==> src/rtl/wm_blink_timer.sv <==
// Phase timer for one washer phase: counts a loaded number of seconds in half-second
// slots and drives the blink strobe, slot index and phase status to neighbouring stages.
`default_nettype none

module wm_blink_timer #(
  parameter int HALF_SEC_CYCLES = 62500000,
  parameter int BLINK_PERIOD    = 2,
  parameter int SEC_W           = 12
) (
  input  logic             clk,
  input  logic             rst,
  input  logic             start,
  input  logic             pause,
  input  logic             abort,
  input  logic [SEC_W-1:0] load_sec,
  output logic             ledEn,
  output logic             clkCnt_0p5secEnd,
  output logic [7:0]       cnt,
  output logic [SEC_W-1:0] remain_sec,
  output logic             busy,
  output logic             done
);

  localparam int PW = (HALF_SEC_CYCLES > 1) ? $clog2(HALF_SEC_CYCLES) : 1;
  localparam logic [PW-1:0] PRESC_MAX = PW'(HALF_SEC_CYCLES - 1);
  localparam logic [7:0]    CNT_MAX   = 8'(BLINK_PERIOD - 1);

  typedef enum logic [1:0] {
    IDLE  = 2'd0,
    RUN   = 2'd1,
    PAUSE = 2'd2,
    DONE  = 2'd3
  } state_t;

  state_t           state, state_nx;
  logic [PW-1:0]    presc, presc_nx;
  logic             half, half_nx;
  logic [7:0]       cnt_nx;
  logic [SEC_W-1:0] remain_nx;
  logic             strobe_nx;
  logic             load_ok;
  logic             finish_now;

  assign load_ok = start && !pause && (load_sec != '0);

  always_comb begin
    state_nx   = state;
    presc_nx   = presc;
    half_nx    = half;
    cnt_nx     = cnt;
    remain_nx  = remain_sec;
    strobe_nx  = 1'b0;
    finish_now = 1'b0;

    case (state)
      IDLE, DONE: begin
        if (load_ok) begin
          state_nx  = RUN;
          remain_nx = load_sec;
          presc_nx  = '0;
          cnt_nx    = 8'd0;
          half_nx   = 1'b0;
        end
      end

      RUN: begin
        // The strobe is live for this edge: close out the slot it marks.
        if (clkCnt_0p5secEnd) begin
          cnt_nx  = (cnt == CNT_MAX) ? 8'd0 : cnt + 8'd1;
          half_nx = ~half;
          if (half) begin
            remain_nx  = remain_sec - SEC_W'(1);
            finish_now = (remain_sec == SEC_W'(1));
          end
        end
        if (pause) begin
          state_nx = PAUSE;
        end else begin
          presc_nx  = (presc == PRESC_MAX) ? '0 : presc + PW'(1);
          strobe_nx = (presc == PRESC_MAX);
        end
        if (finish_now) begin
          state_nx  = DONE;
          presc_nx  = '0;
          cnt_nx    = 8'd0;
          half_nx   = 1'b0;
          remain_nx = '0;
          strobe_nx = 1'b0;
        end
      end

      PAUSE: begin
        if (start && !pause) begin
          state_nx = RUN;
        end
      end

      default: state_nx = IDLE;
    endcase

    if (abort) begin
      state_nx  = IDLE;
      presc_nx  = '0;
      half_nx   = 1'b0;
      cnt_nx    = 8'd0;
      remain_nx = '0;
      strobe_nx = 1'b0;
    end
  end

  always_ff @(posedge clk) begin
    if (rst) begin
      state            <= IDLE;
      presc            <= '0;
      half             <= 1'b0;
      cnt              <= 8'd0;
      remain_sec       <= '0;
      clkCnt_0p5secEnd <= 1'b0;
      ledEn            <= 1'b0;
      busy             <= 1'b0;
      done             <= 1'b0;
    end else begin
      state            <= state_nx;
      presc            <= presc_nx;
      half             <= half_nx;
      cnt              <= cnt_nx;
      remain_sec       <= remain_nx;
      clkCnt_0p5secEnd <= strobe_nx;
      ledEn            <= (state_nx == RUN);
      busy             <= (state_nx == RUN) || (state_nx == PAUSE);
      done             <= (state_nx == DONE);
    end
  end

endmodule

`default_nettype wire

==> config.mk <==
export PLATFORM = sky130hd
export DESIGN_NAME = wm_blink_timer
export DESIGN_NICKNAME = d
export VERILOG_FILES = /design/src/rtl/wm_blink_timer.sv
export SDC_FILE = /design/constraint.sdc
export NUM_CORES = 1
export LEC_CHECK = 0
export ABC_AREA = 1
export CORE_MARGIN = 8
export CORE_UTILIZATION = 57
export CTS_CLUSTER_DIAMETER = 60
export DETAILED_ROUTE_END_ITERATION = 7
export PLACE_DENSITY = 0.87
export SYNTH_ARGS = -nofsm -noshare
export SYNTH_HDL_FRONTEND = slang
export SYNTH_SLANG_ARGS = --single-unit
==> constraint.sdc <==
create_clock -name clk -period 1.88 [get_ports clk]
set_clock_uncertainty 0.05 [all_clocks]
set_input_delay 0.188 -clock clk [delete_from_list [all_inputs] [get_ports clk]]
set_output_delay 0.188 -clock clk [all_outputs]
set_load 0.02 [all_outputs]
==> impl_metrics.tcl <==
set metrics [dict create \
    min_path_type "reg2reg" \
    crit_arrival_ns 2.01 \
    crit_slowest_cell "dfxtp_1" \
    die_area_um2 9370 \
    seq_area_frac_synth 0.285 \
    final-seq-area_um2 1070 \
    slew_headroom 0.734 \
    cp-end-kind "flip-flop" \
    totalPowerFinal_mw 2.62 \
    crit_chain "inv_1 > ha_1 > clkinv_2 > nor3_2 > o21ai_1 > nor2_1 > ha_1 > nor2_1" \
    vias 4018 \
    ys_ff_latch 53 \
    cp_num_buf_inv 2 \
    hpwl_um 7430 \
    crit_cells 8 \
    syn-mean-instance-area_um2 6.19 \
    core_area_um2 6350 \
    pre_cts_ws_ns -0.0531 \
    cap_violations 0 \
    clockRootBuffer "clkbuf_8" \
    hold_viol_final 0 \
    grt_pass1_vias 3753 \
    drive_gt1_frac 0.133 \
    die_h_um 96.8 \
    routed-wl-met3_um 712 \
    drt_drc_violations_left 0 \
    crit_fanout 8 \
    cp-startpoint "state[1]" \
    finalNonFillerCells 737 \
    r2r_setup_slack_ns 0.08 \
    antennaDiodeCount 0 \
    finish.utilization 0.715 \
    grt_usage 0.209 \
    crit_family "simple AND/OR/NAND/NOR gates" \
    grt.overflow.total 0 \
    synth_cell_types 34 \
    cts_tree "done" \
    r2r_cells 8 \
    holdBufCountCts 0 \
    synth_area_leaders "dfxtp_1 (29%), nand2_1 (17%), inv_1 (8.9%)" \
    ir_worst_vdd_v 0.000481 \
    fillers 520 \
    min_period_ns 1.80 \
    p_leak_nw 2.05 \
    rows 29 \
    insertion_delay_ns 0.32 \
    setup_viol 0 \
    worst_slew_pin_slew_ns 0.397 \
    startpoint_type "flip-flop" \
    max_freq_mhz 555 \
    cts_buffers 5 \
    slew_viol_final 0 \
    power_density_nw_per_um2 578 \
    first_iter_violations 296 \
    initial_utilization 0.586 \
    r2r_end "busy" \
    clk_path_buf_depth 2 \
    antenna_found_initial 0 \
    period_share 0.959 \
    wl_met1_um 4340 \
    cp-endpoint "busy" \
    ant_nets 0 \
    grt_pass1_wl_um 16900 \
    status "complete, no violations" \
    gp_congestion 0.938 \
    synth_fp_nets 627 \
    multi_input_comb_area_um2 2310 \
    rsz0062_at_grt "yes" \
    htreeDepth 2 \
    cts.sinks 53 \
    post-place-cells 728 \
    syn-cell-area_um2 3720 \
    worstReg2RegStart "state[1]" \
    vias_per_cell 5.45 \
    path_class "reg2reg" \
    area_growth_pct 22.1 \
    cp_data_required_time_ns 2.09 \
    clkSlewWorstSetupHoldPaths_ns 0.10 \
    die_w_um 96.8 \
    avgRoutedWirePerCell_um 13.5 \
    worst_slack_ns 0.0779 \
    io_pins 41 \
    syn-instance-count 601 \
    yosys_warnings 0 \
    cp_slowest_stage_delay_ns 0.38 \
    dr.max_layer_used "met4" \
    grt_max_degree 26 \
    nets 685 \
    drtPass1Iterations 5 \
    port_buffers 40 \
    dr_wl_met2_um 4790 \
    synth_top_area_share 0.285 \
    wirelength_um 9970 \
    synth_top_cell_by_area "dfxtp_1" \
]
==> cell type report <==
class / count / area share
Inverter: 93 / 0.0771
Clock inverter: 3 / 0.0143
Timing Repair Buffer: 63 / 0.128
Tap cell: 77 / 0.0212
Clock buffer: 5 / 0.0151
Sequential cell: 53 / 0.235
Multi-Input combinational cell: 443 / 0.509
==> state kept, by name, indices dropped and copies added, names as in the netlist <==
signal            cells
half                  1
cnt                   8
state                 2
presc                26
remain_sec           12
busy                  1
clkCnt_0p5secEnd      1
ledEn                 1
done                  1
==> cell usage after synthesis <==
| cell | n |
|---|---|
| nor2_1 | 86 |
| inv_1 | 88 |
| a21o_1 | 1 |
| nor2_2 | 4 |
| buf_2 | 3 |
| ha_1 | 9 |
| buf_6 | 3 |
| nor3_1 | 11 |
| a21oi_1 | 16 |
| o21ai_0 | 20 |
| nand2_4 | 3 |
| clkinv_1 | 1 |
| o21bai_1 | 3 |
| nand3b_1 | 2 |
| nand3_2 | 3 |
| nand2_8 | 2 |
| or2_2 | 2 |
| nand3_1 | 54 |
| clkbuf_1 | 4 |
| o21bai_2 | 1 |
| buf_4 | 2 |
| nand3_4 | 4 |
| a21oi_2 | 1 |
| nor4_1 | 2 |
| o21ai_1 | 3 |
| nand2_2 | 4 |
| nand4_1 | 20 |
| xnor2_1 | 2 |
| inv_2 | 4 |
| o22ai_1 | 3 |
| nand2_1 | 172 |
| xor2_1 | 6 |
| dfxtp_1 | 53 |
| nor2_4 | 9 |
==> routing by layer <==
layer | global-route usage | vias to the layer above
met3 | 0.0413 | 14
met5 | 0 | -
met4 | 0.0698 | 0
met2 | 0.346 | 165
li1 | - | 2006
met1 | 0.262 | 1833
==> per-stage QoR <==
stage / area [µm²] / setup TNS, ns / hold slack [ns]
floorplan: 3720 / 0 / 0.205
global route: 4540 / -0.0528 / 0.486
global placement: 4300 / 0 / 0.434
CTS: 4450 / 0 / 0.459
finish: 4540 / 0 / 0.460
detailed placement: 4300 / -0.0584 / 0.444
==> where the power goes <==
group / total (mW) / switching (mW) / internal, mW
registers: 1.16 / 0.0182 / 1.14
logic: 0.528 / 0.328 / 0.200
clock network: 0.936 / 0.407 / 0.529
total: 2.62 / 0.753 / 1.87
==> tightest hold or removal path: stages (launching register included) <==
cell,delay [ns]
dfxtp_2,0.35
nand3_1,0.07
o21ai_1,0.06
==> worst min-delay path by stage <==
stage	endpoint	start	slack [ns]	cells after the start
finish	presc[1]	presc[1]	0.46	2
global route	presc[0]	presc[0]	0.49	2
CTS	cnt[7]	cnt[7]	0.46	2
detailed placement	cnt[7]	cnt[7]	0.44	2
global placement	cnt[7]	cnt[7]	0.43	2
floorplan	busy	rst	0.20	1
==> layout by cell type, fill, tap and decap left out, types with 2 or more instances in the layout <==
cell type	netlist	routed
inv_2	4	6
inv_1	88	86
nand2_8	2	2
nand3b_1	2	2
buf_4	2	21
nand3_2	3	3
nor4_1	2	2
ha_1	9	6
buf_6	3	2
xnor2_1	2	2
nand2_2	4	5
nor3_2	0	3
ha_4	0	2
o21ai_1	3	4
xor2_1	6	6
or2_2	2	2
nand2_1	172	171
nor2_2	4	5
o21bai_1	3	3
clkinv_2	0	2
dfxtp_1	53	47
bufinv_16	0	2
dfxtp_2	0	6
nand2_4	3	3
o21ai_0	20	19
clkbuf_8	0	5
nor2_4	9	11
nor3_1	11	8
o22ai_1	3	3
a21oi_1	16	16
nand3_4	4	5
nor2_1	86	83
nand3_1	54	53
nand4_1	20	20
clkdlybuf4s50_1	0	40
==> logic make-up after synthesis <==
logic type	share of synthesized area
compound gates	0.0710
buf+inv	0.115
flops	0.285
xor+xnor	0.0188
fa+ha+maj	0.0303
simple gates	0.480
==> repair_timing <==
item / 4_1_cts / 5_1_grt
endpoints found under the setup margin: 1 / 40
cloned: 0 / 0
resized for setup: 4 / 24
buffers inserted: 0 / 1
pin swaps: 1 / 4
Note: power is estimated with default switching activity, not from simulation.
